[config.mk]
export PLATFORM = sky130hd
export DESIGN_NAME = lcd_refresh_driver
export DESIGN_NICKNAME = d
export VERILOG_FILES = /design/src/rtl/lcd_refresh_driver.sv
export SDC_FILE = /design/constraint.sdc
export NUM_CORES = 1
export LEC_CHECK = 0
export ABC_CLOCK_PERIOD_IN_PS = 3200
export CAP_MARGIN = 20
export CORE_MARGIN = 2
export CORE_UTILIZATION = 47
export DETAILED_ROUTE_END_ITERATION = 10
export HOLD_SLACK_MARGIN = 0.06
export PLACE_DENSITY = 0.77
export SYNTH_ARGS = -nofsm -noshare
export SYNTH_HDL_FRONTEND = slang
export SYNTH_SLANG_ARGS = --single-unit
[constraint.sdc]
create_clock -name clk -period 3.2 [get_ports clk]
set_input_delay 0.48 -clock clk [delete_from_list [all_inputs] [get_ports clk]]
set_output_delay 0.48 -clock clk [all_outputs]
set_load 0.005 [all_outputs]
[src/rtl/lcd_refresh_driver.sv]
// lcd_refresh_driver
// Reader side of the 32-byte LCD message buffer. After the power-on wait and
// the HD44780 init commands it endlessly rewrites both 16-character lines:
// set-DDRAM-address command, then 16 characters fetched from the buffer.
// Every transfer (command or character) goes through the same
// SETUP -> PULSE -> HOLD sequence; characters get one extra FETCH cycle in
// front so the buffer's combinational read data can settle on raddr.

module lcd_refresh_driver #(
    parameter int PWR_WAIT_CYC = 750000,
    parameter int SETUP_CYC    = 2,
    parameter int EN_PULSE_CYC = 25,
    parameter int CMD_WAIT_CYC = 2500,
    parameter int CLR_WAIT_CYC = 100000
) (
    input  logic       clk,
    input  logic       rst,
    output logic [4:0] raddr,
    input  logic [7:0] din,
    output logic [7:0] lcd_data,
    output logic       lcd_rs,
    output logic       lcd_rw,
    output logic       lcd_en,
    output logic       lcd_on,
    output logic       frame_done
);

    // A zero-length phase makes no sense on the bus, so 0 behaves as 1.
    localparam int PWR_N   = (PWR_WAIT_CYC < 1) ? 1 : PWR_WAIT_CYC;
    localparam int SETUP_N = (SETUP_CYC    < 1) ? 1 : SETUP_CYC;
    localparam int PULSE_N = (EN_PULSE_CYC < 1) ? 1 : EN_PULSE_CYC;
    localparam int CMD_N   = (CMD_WAIT_CYC < 1) ? 1 : CMD_WAIT_CYC;
    localparam int CLR_N   = (CLR_WAIT_CYC < 1) ? 1 : CLR_WAIT_CYC;

    // One shared counter serves every timed phase, so size it for the longest.
    localparam int MAX_A = (PWR_N   > SETUP_N) ? PWR_N   : SETUP_N;
    localparam int MAX_B = (PULSE_N > CMD_N)   ? PULSE_N : CMD_N;
    localparam int MAX_C = (MAX_A   > MAX_B)   ? MAX_A   : MAX_B;
    localparam int MAX_N = (MAX_C   > CLR_N)   ? MAX_C   : CLR_N;
    localparam int CW    = $clog2(MAX_N + 1);

    localparam logic [CW-1:0] PWR_LAST   = CW'(PWR_N - 1);
    localparam logic [CW-1:0] SETUP_LAST = CW'(SETUP_N - 1);
    localparam logic [CW-1:0] PULSE_LAST = CW'(PULSE_N - 1);
    localparam logic [CW-1:0] CMD_LAST   = CW'(CMD_N - 1);
    localparam logic [CW-1:0] CLR_LAST   = CW'(CLR_N - 1);

    // HD44780 command bytes used by this driver
    localparam logic [7:0] CMD_FUNC_SET  = 8'h38;  // 8-bit bus, 2 lines, 5x8 font
    localparam logic [7:0] CMD_DISP_ON   = 8'h0C;  // display on, cursor off
    localparam logic [7:0] CMD_ENTRY     = 8'h06;  // auto-increment, no shift
    localparam logic [7:0] CMD_CLEAR     = 8'h01;  // clear display (slow command)
    localparam logic [7:0] CMD_LINE1     = 8'h80;  // DDRAM address 0x00
    localparam logic [7:0] CMD_LINE2     = 8'hC0;  // DDRAM address 0x40

    typedef enum logic [2:0] {
        TOP_PWR_WAIT,
        TOP_INIT,
        TOP_LINE1_ADDR,
        TOP_LINE1_CHARS,
        TOP_LINE2_ADDR,
        TOP_LINE2_CHARS
    } top_t;

    typedef enum logic [1:0] {
        PH_FETCH,
        PH_SETUP,
        PH_PULSE,
        PH_HOLD
    } phase_t;

    top_t            top_q,       top_d;
    phase_t          phase_q,     phase_d;
    logic [CW-1:0]   cnt_q,       cnt_d;
    logic [1:0]      init_idx_q,  init_idx_d;
    logic [4:0]      raddr_q,     raddr_d;
    logic [7:0]      data_q,      data_d;
    logic            rs_q,        rs_d;
    logic            on_q,        on_d;
    logic            frame_done_q, frame_done_d;

    logic [CW-1:0]   hold_last;
    logic            hold_done;

    // Init command ROM, indexed by position in the init sequence.
    function automatic logic [7:0] init_cmd(input logic [1:0] idx);
        logic [7:0] cmd;
        case (idx)
            2'd0:    cmd = CMD_FUNC_SET;
            2'd1:    cmd = CMD_DISP_ON;
            2'd2:    cmd = CMD_ENTRY;
            default: cmd = CMD_CLEAR;
        endcase
        return cmd;
    endfunction

    // Buffer byte to display character: small values become digits, anything
    // outside printable ASCII becomes a blank so the panel never shows CGRAM
    // glyphs or the controller's undefined upper-half font.
    function automatic logic [7:0] map_char(input logic [7:0] b);
        logic [7:0] c;
        if (b <= 8'h09) begin
            c = b + 8'h30;
        end else if ((b < 8'h20) || (b >= 8'h7F)) begin
            c = 8'h20;
        end else begin
            c = b;
        end
        return c;
    endfunction

    // The clear command needs the long wait; rs/data are still the last
    // transfer's during HOLD, so they tell us which wait applies.
    always_comb begin
        hold_last = CMD_LAST;
        if (!rs_q && (data_q == CMD_CLEAR)) begin
            hold_last = CLR_LAST;
        end
        hold_done = (phase_q == PH_HOLD) && (cnt_q == hold_last);
    end

    // State register: all flops, asynchronously cleared to the power-on state.
    always_ff @(posedge clk or posedge rst) begin
        if (rst) begin
            top_q        <= TOP_PWR_WAIT;
            phase_q      <= PH_SETUP;
            cnt_q        <= '0;
            init_idx_q   <= 2'd0;
            raddr_q      <= 5'd0;
            data_q       <= 8'h00;
            rs_q         <= 1'b0;
            on_q         <= 1'b0;
            frame_done_q <= 1'b0;
        end else begin
            top_q        <= top_d;
            phase_q      <= phase_d;
            cnt_q        <= cnt_d;
            init_idx_q   <= init_idx_d;
            raddr_q      <= raddr_d;
            data_q       <= data_d;
            rs_q         <= rs_d;
            on_q         <= on_d;
            frame_done_q <= frame_done_d;
        end
    end

    // Next-state logic: power-on wait, the per-transfer phase sequence, and
    // the choice of the following transfer when a HOLD wait completes.
    always_comb begin
        top_d        = top_q;
        phase_d      = phase_q;
        cnt_d        = cnt_q;
        init_idx_d   = init_idx_q;
        raddr_d      = raddr_q;
        data_d       = data_q;
        rs_d         = rs_q;
        on_d         = 1'b1;
        frame_done_d = 1'b0;

        if (top_q == TOP_PWR_WAIT) begin
            if (cnt_q == PWR_LAST) begin
                top_d      = TOP_INIT;
                init_idx_d = 2'd0;
                data_d     = init_cmd(2'd0);
                rs_d       = 1'b0;
                phase_d    = PH_SETUP;
                cnt_d      = '0;
            end else begin
                cnt_d = cnt_q + 1'b1;
            end
        end else begin
            case (phase_q)
                PH_FETCH: begin
                    // raddr has been on the bus for a full cycle; sample once.
                    data_d  = map_char(din);
                    rs_d    = 1'b1;
                    phase_d = PH_SETUP;
                    cnt_d   = '0;
                end
                PH_SETUP: begin
                    if (cnt_q == SETUP_LAST) begin
                        phase_d = PH_PULSE;
                        cnt_d   = '0;
                    end else begin
                        cnt_d = cnt_q + 1'b1;
                    end
                end
                PH_PULSE: begin
                    if (cnt_q == PULSE_LAST) begin
                        phase_d = PH_HOLD;
                        cnt_d   = '0;
                    end else begin
                        cnt_d = cnt_q + 1'b1;
                    end
                end
                default: begin
                    if (!hold_done) begin
                        cnt_d = cnt_q + 1'b1;
                    end else begin
                        cnt_d = '0;
                        case (top_q)
                            TOP_INIT: begin
                                if (init_idx_q != 2'd3) begin
                                    init_idx_d = init_idx_q + 2'd1;
                                    data_d     = init_cmd(init_idx_q + 2'd1);
                                    rs_d       = 1'b0;
                                    phase_d    = PH_SETUP;
                                end else begin
                                    top_d   = TOP_LINE1_ADDR;
                                    data_d  = CMD_LINE1;
                                    rs_d    = 1'b0;
                                    phase_d = PH_SETUP;
                                end
                            end
                            TOP_LINE1_ADDR: begin
                                top_d   = TOP_LINE1_CHARS;
                                raddr_d = 5'h00;
                                phase_d = PH_FETCH;
                            end
                            TOP_LINE1_CHARS: begin
                                if (raddr_q[3:0] != 4'hF) begin
                                    raddr_d = raddr_q + 5'd1;
                                    phase_d = PH_FETCH;
                                end else begin
                                    top_d   = TOP_LINE2_ADDR;
                                    data_d  = CMD_LINE2;
                                    rs_d    = 1'b0;
                                    phase_d = PH_SETUP;
                                end
                            end
                            TOP_LINE2_ADDR: begin
                                top_d   = TOP_LINE2_CHARS;
                                raddr_d = 5'h10;
                                phase_d = PH_FETCH;
                            end
                            TOP_LINE2_CHARS: begin
                                if (raddr_q != 5'h1F) begin
                                    raddr_d = raddr_q + 5'd1;
                                    phase_d = PH_FETCH;
                                end else begin
                                    // Frame complete: wrap to line 1, never back to init.
                                    top_d        = TOP_LINE1_ADDR;
                                    data_d       = CMD_LINE1;
                                    rs_d         = 1'b0;
                                    phase_d      = PH_SETUP;
                                    frame_done_d = 1'b1;
                                end
                            end
                            default: begin
                                top_d   = TOP_PWR_WAIT;
                                phase_d = PH_SETUP;
                            end
                        endcase
                    end
                end
            endcase
        end
    end

    // Outputs: everything comes from flops except en, which is decoded from
    // the phase so that reset removes it without waiting for a clock.
    always_comb begin
        raddr      = raddr_q;
        lcd_data   = data_q;
        lcd_rs     = rs_q;
        lcd_rw     = 1'b0;
        lcd_en     = (top_q != TOP_PWR_WAIT) && (phase_q == PH_PULSE);
        lcd_on     = on_q;
        frame_done = frame_done_q;
    end

endmodule

==> results of run 1 <==
## cell usage after synthesis (all sizes together), types with 5 or more instances
cell type  count  area, um2
and3           5       31.3
inv           17       63.8
mux2i          5       62.6
buf            8       48.8
o21ai         12       60.1
xor2          13        114
clkbuf         5       20.0
nor3          10       60.1
dfrtp         42       1050
nand2         24       90.1
and2           8       51.3
nand4         16        100
xnor2          7       61.3
nand3         14       70.1
a21oi          7       35.0
ha            20        250
mux2           8        113
nor2          43        161
## cell usage in the layout (no fill, tap or decap), drive strengths merged, types with 10 or more instances in the layout
master          n
nand2          24
xor2           13
dfrtp          42
nand3          14
ha             20
inv            16
o21ai          12
clkdlybuf4s50  26
nor3           10
nand4          16
nor2           43
## area by class of cell
cell class,instances,area (um2),share of cell area
inverters,17,63.8,0.0194
multi-input cells,243,1660,0.504
repair buffers,29,303,0.0918
clock buffers,6,82.6,0.0250
clock inverters,2,16.3,0.00493
well taps,75,93.8,0.0285
flip-flops and latches,43,1080,0.327
## kinds of logic (layout without fill, tap and decap cells)
group	count (synthesis)	in the layout	share of synthesized area
mux	13	13	0.0610
buf+inv	30	54	0.0462
other cells	2	2	0.00262
compound gates	50	50	0.121
xor+xnor	20	20	0.0610
flops	43	43	0.375
fa+ha+maj	20	20	0.0872
simple gates	138	138	0.245
## state kept, by name, summed over array words and instances (netlist names), named ones only
register	count
cnt_q	20
frame_done	1
init_idx_q	2
lcd_data	8
lcd_on	1
lcd_rs	1
phase_q	2
raddr	5
top_q	2
## how the worst min path moves through the flow
| stage | to | slack, ns | cells past startpoint | from |
|---|---|---|---|---|
| final | raddr[1]$_DFFE_PP0P_ | 0.42 | 2 | rst |
| after global routing | raddr[1]$_DFFE_PP0P_ | 0.44 | 2 | rst |
| after CTS | cnt_q[0]$_DFF_PP0_ | 0.53 | 1 | cnt_q[0]$_DFF_PP0_ |
| after detailed placement | cnt_q[0]$_DFF_PP0_ | 0.51 | 1 | cnt_q[0]$_DFF_PP0_ |
| after global placement | cnt_q[0]$_DFF_PP0_ | 0.49 | 1 | cnt_q[0]$_DFF_PP0_ |
| after floorplan | cnt_q[0]$_DFF_PP0_ | 0.47 | 1 | cnt_q[0]$_DFF_PP0_ |
## layer usage
metal,vias to the layer above,wire [um],GRT usage
li1,1160,-,-
met1,1127,2980,0.265
met2,51,2910,0.312
met3,10,197,0.0402
met4,0,105,0.0733
met5,-,0,0
## critical path, cell delays in order, from the launching register on
cell and delay, ns:
dfrtp_1 0.57, or3_1 0.59, and2_1 0.25, clkdlybuf4s50_1 0.44
## stage by stage
step / worst slack (ns) / utilization / total power (uW)
2_1_floorplan: 0.926 / - / 589
3_3_place_gp: 0.579 / 0.536 / 620
3_5_place_dp: 0.485 / 0.536 / 622
4_1_cts: 0.567 / 0.552 / 999
5_1_grt: 0.470 / 0.557 / 1030
6_report: 0.570 / 0.557 / 987
## report_power, final
group	internal [uW]	switching, uW
logic	33.7	29.2
clock network	176	197
registers	547	3.86
total	757	230
==> metrics.csv, run 1 <==
stage,metric,value,unit
clock_network,numCtsBuffers,5,
worst_setup_path,worstPathMaxFanout,16,
clock_network,root_buffer,clkbuf_8,
synth,synth-seq-cells,43,
worst_setup_path,start_kind,flop,
sta,slew_headroom,0.652,
worst_setup_path,ff2ff_setup_slack,0.62,ns
place,port_buffers,26,
clock_network,clockBufferDepth,2,
sta,final.min_clock_period,2.63,ns
worst_setup_path,endpoint_kind,output pin,
pwr,p_leak,0.00148,uW
clock_network,cts_sinks,43,
clock_network,post_cts_resized,0,
route,final_antenna_net_count,0,
floorplanning,num_io_pins,28,
synth,syn_avg_cell_area,9.08,um2
final_layout,n_fill_cell,539,
route,drcViolationCount,0,
final_layout,drive_gt1_frac,0.0765,
sta,finClkSkew,0.0115,ns
floorplanning,die_x,82.1,um
status,status,completed,
synth,synthFlopType,dfrtp_1,
route,vias_per_cell,5.66,
worst_hold_path,hold_path_class,primary input to async pin,
synth,synth_nets,346,
clock_network,clock_latency,0.30,ns
synth,yosysUniqueCellTypes,59,
worst_setup_path,reg2regPathDepth,9,
floorplanning,coreArea,5920,um2
run,maxCapViolations,0,
final_layout,final_area,3300,um2
clock_network,ctsHtreeMaxLevel,2,
final_layout,layout.cells.non_filler,415,
sta,rsz0062_at_grt,false,
grt,grt_max_degree,28,
worst_setup_path,worstSetupPathType,flop to output pin,
grt,overflow,0,
sta,setup_viol,0,
synth,synth_warnings,0,
sta,worst_pin_slew,0.519,ns
worst_setup_path,critPathCapture,lcd_en,
clock_network,cts_tree,done,
route,firstDrtPassIters,4,
sta,whs,0.417,ns
worst_setup_path,startpoint,top_q[0]$_DFFE_PP0P_,
sta,drv_slew,0,
floorplanning,row_count,28,
place,placed_area,3170,um2
worst_setup_path,required,2.72,ns
worst_setup_path,arrival,2.15,ns
clock_network,postCtsHoldBufs,0,
floorplanning,start_util,0.485,
sta,tns,0,ns
synth,synth_edf_count,0,
route,dr.first_iter.drc_count,181,
route,totalWireLength,6200,um
clock_network,cts.clk_slew.worst_paths,0.09,ns
final_layout,syn_to_final_growth,14.9,%
place,place.gp.congestion,0.875,
place,dp_hpwl,4480,um
floorplanning,die-height,82.1,um
floorplanning,dieArea,6750,um2
final_layout,finalNetCount,369,
synth,syn_area,2870,um2
synth,syn_inst,316,
worst_setup_path,r2r-end,lcd_data[6]$_DFFE_PP0P_,
pwr,power.density,299,nW/um2
grt,antenna_found_initial,0,
clock_network,cts_setup_buffers,0,
sta,hold_viol,0,
grt,grt_pass1_vias,2256,
route,vias,2348,
final_layout,diodes,0,
grt,track_usage,0.197,
pwr,ir_drop,0.279,mV
place,placed_cells,406,
grt,grt_pass1_wl,10300,um
worst_setup_path,r2r_start,raddr[0]$_DFFE_PP0P_,
sta,max_freq,0.380,GHz
route,wl_per_cell,14.9,um
synth,synthArstFlopShare,1.00,
sta,finalCritPeriodShare,0.822,
synth,ys_seq_area_frac,0.375,
(Power assumes the default switching activity.)
==> run 2: changes to the inputs <==
ABC_CLOCK_PERIOD_IN_PS = 2200   (was 3200)
PLACE_DENSITY = 0.79   (was 0.77)
clock period = 2.2 ns   (was 3.2 ns; I/O delays follow)
==> run 2 against run 1 <==
Against the previous run:
- first-iteration DRC count fell by 3.9%
- critical path depth is the same
- register-to-register slack got worse by 0.56 ns
- combinational power is 62% higher
- clock power up 70%
- final cell count is 9.2% higher
- count of clock-buffer cells in the layout down 1
- clock skew is 0.0018 ns higher
- largest cell class unchanged
==> metrics.csv, run 2 (synthesis results as in run 1) <==
stage,metric,value,unit
status,status,completed,
floorplanning,die-height,82.1,um
worst_setup_path,crit_chain,or3_4 -> and2_1 -> clkdlybuf4s50_1,
worst_setup_path,worstSetupPathType,flop to output pin,
sta,rsz0062_at_grt,true,
clock_network,clockBufferDepth,2,
sta,hold_viol,0,
pwr,p_leak,0.00169,uW
clock_network,numCtsBuffers,5,
sta,setup_viol,0,
final_layout,final_cell_mix,"nor2_1, buf_4, dfrtp_1",
route,totalWireLength,6680,um
final_layout,n_fill_cell,514,
sta,final.min_clock_period,2.17,ns
worst_setup_path,r2r_start,raddr[1]$_DFFE_PP0P_,
route,vias_per_cell,5.65,
pwr,power.density,422,nW/um2
final_layout,diodes,0,
route,dr.first_iter.drc_count,174,
final_layout,finalNetCount,407,
run,maxCapViolations,0,
route,firstDrtPassIters,4,
clock_network,ctsHtreeMaxLevel,2,
route,final_antenna_net_count,0,
floorplanning,start_util,0.485,
final_layout,multi_input_area,1710,um2
worst_setup_path,start_kind,flop,
clock_network,clock_latency,0.31,ns
place,port_buffers,26,
worst_setup_path,endpoint_kind,output pin,
final_layout,regMostFlops,cnt_q,
worst_setup_path,startpoint,top_q[1]$_DFFE_PP0P_,
worst_setup_path,worstPathMaxFanout,6,
grt,track_usage,0.211,
route,drcViolationCount,0,
worst_setup_path,required,1.87,ns
grt,grt_pass1_wl,11000,um
worst_setup_path,max_stage_delay,0.45,ns
grt,overflow,0,
final_layout,seq_area,1080,um2
final_layout,largest_reg_flops,20,
final_layout,final_common_cell,nor2_1,
grt,grt_max_degree,28,
floorplanning,row_count,28,
clock_network,cts_sinks,43,
sta,finClkSkew,0.0132,ns
final_layout,drive_gt1_frac,0.201,
floorplanning,die_x,82.1,um
place,dp_hpwl,4970,um
clock_network,cts.clk_slew.worst_paths,0.09,ns
sta,drv_slew,0,
sta,max_freq,0.461,GHz
pwr,ir_drop,0.263,mV
sta,finalCritPeriodShare,0.985,
place,place.gp.congestion,0.910,
worst_hold_path,hold_path_class,primary input to async pin,
final_layout,syn_to_final_growth,26.9,%
grt,antenna_found_initial,0,
floorplanning,num_io_pins,28,
grt,grt_pass1_vias,2412,
route,wl_per_cell,14.8,um
worst_setup_path,arrival,1.84,ns
clock_network,cts_tree,done,
floorplanning,coreArea,5920,um2
clock_network,root_buffer,clkbuf_8,
pwr,total_power,1540,uW
final_layout,final_util,0.615,
route,vias,2561,
floorplanning,dieArea,6750,um2
worst_setup_path,cpMaxStageDelayCell,dfrtp_2,
-- run 2: cell types whose count changed in the layout (fill, tap and decap cells not counted), moves of 2 or more --
cell     previous run  this run
dfrtp_1            42        39
buf_4               2        40
ha_1               20        17
dfrtp_2             0         3
ha_2                0         2
-- run 2: per-stage QoR --
step	cells	instance area (um2)	hold WS [ns]	setup slack, ns	TNS (ns)
after floorplan	316	2890	0.472	0.0206	0
after global placement	439	3450	0.524	-0.135	-0.793
after detailed placement	439	3450	0.532	-0.200	-1.27
after CTS	447	3570	0.387	0.00512	0
after global routing	453	3640	0.399	-0.0272	-0.123
final	453	3640	0.375	0.0328	0
-- run 2: cell type report --
cell class / count / area share
Multi-Input combinational cell: 243 / 0.469
Tap cell: 75 / 0.0258
Clock inverter: 3 / 0.0120
Sequential cell: 43 / 0.297
Timing Repair Buffer: 67 / 0.159
Clock buffer: 5 / 0.0189
Inverter: 17 / 0.0175
-- run 2: worst paths after layout --
| path | to | slack [ns] | depth (start not counted) |
|---|---|---|---|
| setup / recovery | lcd_en | 0.03 | 3 |
| hold / removal | cnt_q[2]$_DFF_PP0_ | 0.38 | 3 |
| setup reg to reg | lcd_data[3]$_DFFE_PP0P_ | 0.06 | 9 |
| hold reg to reg | lcd_data[1]$_DFFE_PP0P_ | 0.55 | 1 |
| max in group asynchronous | cnt_q[14]$_DFF_PP0_ | 1.27 | 4 |
| min in group clk | lcd_data[1]$_DFFE_PP0P_ | 0.55 | 1 |
-- run 2: worst max-delay path: cells and delay by family (launching register included) --
family,cells,cell delay (ns)
flip-flops,1,0.45
buffers and inverters,1,0.45
AND/OR/NAND/NOR,2,0.64
-- run 2: what timing repair did --
action	in CTS	in global routing
hold buffers	0	0
endpoints found under the setup margin	8	28
setup buffers	0	6
resized for setup	5	6
pin swaps	0	1
-- run 2: metal layers --
layer / up-vias / track usage / routed length, um
met2: 67 / 0.354 / 3280
met4: 0 / 0.0800 / 90
met3: 9 / 0.0272 / 296
met1: 1246 / 0.277 / 3020
met5: - / 0 / 0
li1: 1239 / - / -
-- run 2: report_power, final --
| group | internal (uW) | switching (uW) |
|---|---|---|
| sequential | 796 | 5.04 |
| combinational | 55.9 | 45.8 |
| clock | 338 | 294 |
| total | 1190 | 345 |
==> RTL change 1: new RTL, flow settings as in run 2 <==
Make the reset (`rst`) synchronous in one clocked block. Comments in the files are not updated.
--- a/src/rtl/lcd_refresh_driver.sv
+++ b/src/rtl/lcd_refresh_driver.sv
@@ -120,7 +120,7 @@
     end
 
     // State register: all flops, asynchronously cleared to the power-on state.
-    always_ff @(posedge clk or posedge rst) begin
+    always_ff @(posedge clk) begin
         if (rst) begin
             top_q        <= TOP_PWR_WAIT;
             phase_q      <= PH_SETUP;
Formal check against the unedited RTL: differs if rst is asserted again (counterexample within 4 cycles, from zero or initial values and one cycle with rst high); with rst held inactive, the same outputs for 10 cycles.
==> RTL change 1 against run 2 <==
  * The run now ends with negative setup slack left
  * Final area grew 0.76%
  * Worst setup slack worse by 0.16 ns
  * Sequential cell count unchanged
  * Area after synthesis decreased by 3.7%
  * Wire length increased by 13%
  * Worst hold slack gained 0.13 ns
  * Die area is 3.6% lower
  * Cell count grew 7.1%
  * Critical endpoint is now init_idx_q[1]$_SDFFE_PP0P_
Power is not compared: it rests on default switching activity, and its combinational part moved more than twofold at a synthesized area within 25%.
==> RTL change 1: results (changes against run 2) <==
Worst setup path
  – Critical Path Sink Type: register
  – Critical R2R Capture: init_idx_q[1]$_SDFFE_PP0P_
  – Worst r2r path cells: 7 (-2)
  – CP max stage cell: or4_4
  – Critical path's largest stage delay: 0.54 ns (+0.09 ns)
  – Max FO, Critical Path: 7 (+1)
  – Critical path launch point: cnt_q[14]$_SDFF_PP0_

Status
  – Failing checks: negative setup slack
  – Outcome: finished with violations

Layout
  – Share of cells above drive strength 1: 20.34% (+0.23 points)
  – Fin cells: 485 (+7.1%)
  – Nets: 442 (+8.6%)
  – Final Instance Area: 0.003669 mm^2 (+0.76%)

Route
  – Met2 wire len: 3.716 mm (+13%)
  – Via/cell ratio: 5.936 (+5.0%)
  – Met1 wire length: 3.290 mm (+9.0%)
  – Pre-antenna DRT Iters: 6 (+2)
  – Initial DRC Count: 194 (+11%)

Synth
  – Most used DFF post-synth: dfxtp_1
  – Syn_nets: 372 (+7.5%)
  – Post-synthesis compound-gate area fraction: 18.48% (+6.4 points)
  – Mux contribution to synthesized area: 2.355% (-3.7 points)
  – Mean Syn Cell Area: 8.078 um^2 (-11%)
  – Xor and xnor area share after synthesis: 6.024% (-0.079 points)
  – Ranking of synthesized cells by area: dfxtp_1 31%, ha_1 9.1%, nor2_1 6.3%
  – Cell variety after synth: 57 (-3.4%)

Placed design
  – DP Worst Slack: -0.2227 ns (-0.02266 ns)
  – Final HPWL DP: 5.356 mm (+7.8%)
  – Placed cells: 477 (+8.7%)
  – GP Congestion: 0.8687 (-4.5%)
  – Post-DP Area: 0.003458 mm^2 (+0.29%)

STA
  – # setup viols final: 28 (+28)
  – Setup Skew: 0.01342 ns (+0.0001823 ns)
  – Post-route setup TNS: -2.307 ns (-2.307 ns)
  – Final setup margin: -0.1301 ns (-0.1629 ns)

Min path
  – Hold crit path type: reg2reg

Global routing
  – Vias in the first global route: 2773 (+15%)
  – Largest net degree at the start of global routing: 21 (-25%)
  – First-pass GRT wire length: 12.23 mm (+11%)
==> RTL change 1: cell types whose count changed after synthesis, sizes merged, moves of 4 or more <==
| cell | run 2 | this run |
|---|---|---|
| a211oi | 1 | 8 |
| a21oi | 7 | 21 |
| a22oi | 4 | 0 |
| and2 | 8 | 1 |
| buf | 8 | 4 |
| clkbuf | 5 | 11 |
| dfrtp | 42 | 0 |
| dfxtp | 0 | 43 |
| mux2 | 8 | 1 |
| nand3 | 14 | 18 |
| nand4 | 16 | 9 |
| or4 | 1 | 7 |
==> RTL change 1: area by class of cell <==
| class | instances | area share (%) |
|---|---|---|
| Clock inverter | 3 | 1.194 |
| Clock buffer | 5 | 1.876 |
| Multi-Input combinational cell | 264 | 50.65 |
| Timing Repair Buffer | 78 | 18.28 |
| Sequential cell | 43 | 23.50 |
| Inverter | 20 | 2.046 |
| Tap cell | 72 | 2.456 |
==> RTL change 1: worst min path at each step <==
stage,start,endpoint,cells past startpoint
2_1_floorplan,rst,lcd_on$_DFF_P_,1
3_3_place_gp,cnt_q[0]$_SDFF_PP0_,cnt_q[0]$_SDFF_PP0_,1
3_5_place_dp,cnt_q[0]$_SDFF_PP0_,cnt_q[0]$_SDFF_PP0_,1
4_1_cts,cnt_q[0]$_SDFF_PP0_,cnt_q[0]$_SDFF_PP0_,1
5_1_grt,cnt_q[0]$_SDFF_PP0_,cnt_q[0]$_SDFF_PP0_,1
6_report,cnt_q[0]$_SDFF_PP0_,cnt_q[0]$_SDFF_PP0_,1
==> RTL change 1: routing by layer <==
metal / up-vias / track usage, %
met3: 23 / 4.157
met5: - / 0
met1: 1367 / 29.34
met4: 0 / 9.153
li1: 1379 / -
met2: 110 / 41.42
==> RTL change 2: new RTL, config.mk and constraints of run 2 <==
Made on the original files. Set the parameter `PWR_WAIT_CYC` to 1500000 (it was 750000).
--- a/src/rtl/lcd_refresh_driver.sv
+++ b/src/rtl/lcd_refresh_driver.sv
@@ -7,7 +7,7 @@
 // front so the buffer's combinational read data can settle on raddr.
 
 module lcd_refresh_driver #(
-    parameter int PWR_WAIT_CYC = 750000,
+    parameter int PWR_WAIT_CYC = 1500000,
     parameter int SETUP_CYC    = 2,
     parameter int EN_PULSE_CYC = 25,
     parameter int CMD_WAIT_CYC = 2500,
Check against the original RTL: same outputs for any inputs over 10 cycles, from zero or initial values and one cycle with rst high; that may be too few to reach the edited logic, so the function may still have changed.
==> RTL change 2 against run 2 <==
  * The flow now finishes with violations (negative setup slack)
  * Maximum frequency decreased by 5.5%
  * Power decreased by 8.0%
  * Critical path depth increased by 4
  * Sequential share of layout area decreased by 2.7 points
  * Worst setup slack got worse by 0.13 ns
  * Worst hold slack improved by 0.10 ns
  * Core utilization increased by 4.1 points
  * Register-to-register slack got worse by 0.15 ns
  * Count of clock-buffer cells in the layout increased by 1
  * Final area increased by 12%
  * Area after synthesis increased by 4.1%
  * Sequential cell count increased by 1
  * Wire length increased by 15%
  * Global-route usage increased by 1.6 points
  * Largest cell class unchanged
==> RTL change 2: results (changes against run 2) <==
Status
  – Outcome: finished with violations
  – Failing checks: negative setup slack

Layout
  – Largest register FFs: 21 (+5.0%)
  – Multi-input logic portion of the cell area: 45.81% (-1.1 points)
  – Multi-input combinational cell count: 253 (+4.1%)
  – Clock buffers: 6 (+1)
  – Clock-cell share: 2.263% (-0.83 points)
  – Bufs w/o clock: 102 (+52%)
  – Inverters: 19 (+2)
  – Final Instance Area: 0.004091 mm^2 (+12%)
  – Fillcell total: 480 (-6.6%)
  – Nets: 455 (+12%)
  – Share of cells above drive strength 1: 28.17% (+8.1 points)

Synth
  – Cell variety after synth: 53 (-10%)
  – Top cells by count, synth: 45 x nor2_1, 43 x dfrtp_1, 27 x nand2_1, 20 x ha_1, 20 x nand3_1
  – Ranking of synthesized cells by area: dfrtp_1 36%, ha_1 8.4%, nor2_1 5.7%
  – Post-synthesis sequential area ratio: 36.89% (-0.64 points)
  – Syn_nets: 361 (+4.3%)

Worst setup path
  – Critical R2R Capture: lcd_data[2]$_DFFE_PP0P_
  – Critical path's largest stage delay: 0.41 ns (-0.04 ns)
  – Reg-to-reg critical path startpoint: lcd_data[3]$_DFFE_PP0P_
  – CP max stage cell: dfrtp_1
  – Critical Path Sink Type: register
  – Worst r2r path cells: 7 (-2)

Pwr
  – P_comb: 77.1 uW (-24%)
  – Switch Pwr: 317.0 uW (-8.2%)
  – Pleak: 0.001846 uW (+9.5%)
  – Clock power frac: 37.3% (-3.9 points)
  – Worst VDD drop: 0.3153 mV (+20%)
  – Sequential power share: 57.3% (+5.1 points)

Route
  – WL/cell: 15.24 um (+3.3%)

STA
  – # setup viols final: 11 (+11)
  – Setup Skew: 0.01127 ns (-0.001963 ns)
  – Final setup margin: -0.09288 ns (-0.1257 ns)
  – Post-route setup TNS: -0.5969 ns (-0.5969 ns)

Clock tree
  – TritonCTS sink count: 44 (+2.3%)
  – Post-CTS setup buffer count: 5 (+5)

Placed design
  – Final HPWL DP: 5.598 mm (+13%)
  – DP Worst Slack: -0.2554 ns (-0.05542 ns)
  – GP Congestion: 0.9514 (+4.5%)
  – Post-DP Area: 0.003816 mm^2 (+11%)

Die
  – Tapcells: 77 (+2.7%)

Global routing
  – Largest net degree at the start of global routing: 45 (+61%)
  – Vias in the first global route: 2832 (+17%)
  – First-pass GRT wire length: 13.01 mm (+18%)
  – Total GRT Usage: 22.62% (+1.6 points)
RTL change 2: routing by layer:
metal,share of wire [%],track usage [%],wire [um]
met5,0,0,0
met4,2.2,8.944,170
met3,4.5,3.561,346
met2,52,38.47,3964
met1,42,28.85,3186
RTL change 2: cell families (layout without fill, tap and decap cells):
| kind of cell | Yosys count | after routing | share of synthesized area, % |
|---|---|---|---|
| AND/OR/NAND/NOR | 146 | 146 | 24.92 |
| AO/OA/AOI/OAI | 49 | 49 | 12.06 |
| flip-flops | 44 | 44 | 36.89 |
| buffers and inverters | 34 | 129 | 4.815 |
| XOR/XNOR | 22 | 22 | 6.449 |
| adder cells (fa/ha/maj) | 20 | 20 | 8.375 |
| multiplexers | 14 | 14 | 6.240 |
| other | 2 | 2 | 0.2513 |
RTL change 2: per-stage QoR:
step           hold WS [ns]  instances
6_report             0.4764        503
3_3_place_gp         0.5398        486
5_1_grt              0.5382        503
2_1_floorplan        0.4974        331
3_5_place_dp         0.5409        486
4_1_cts              0.4975        500
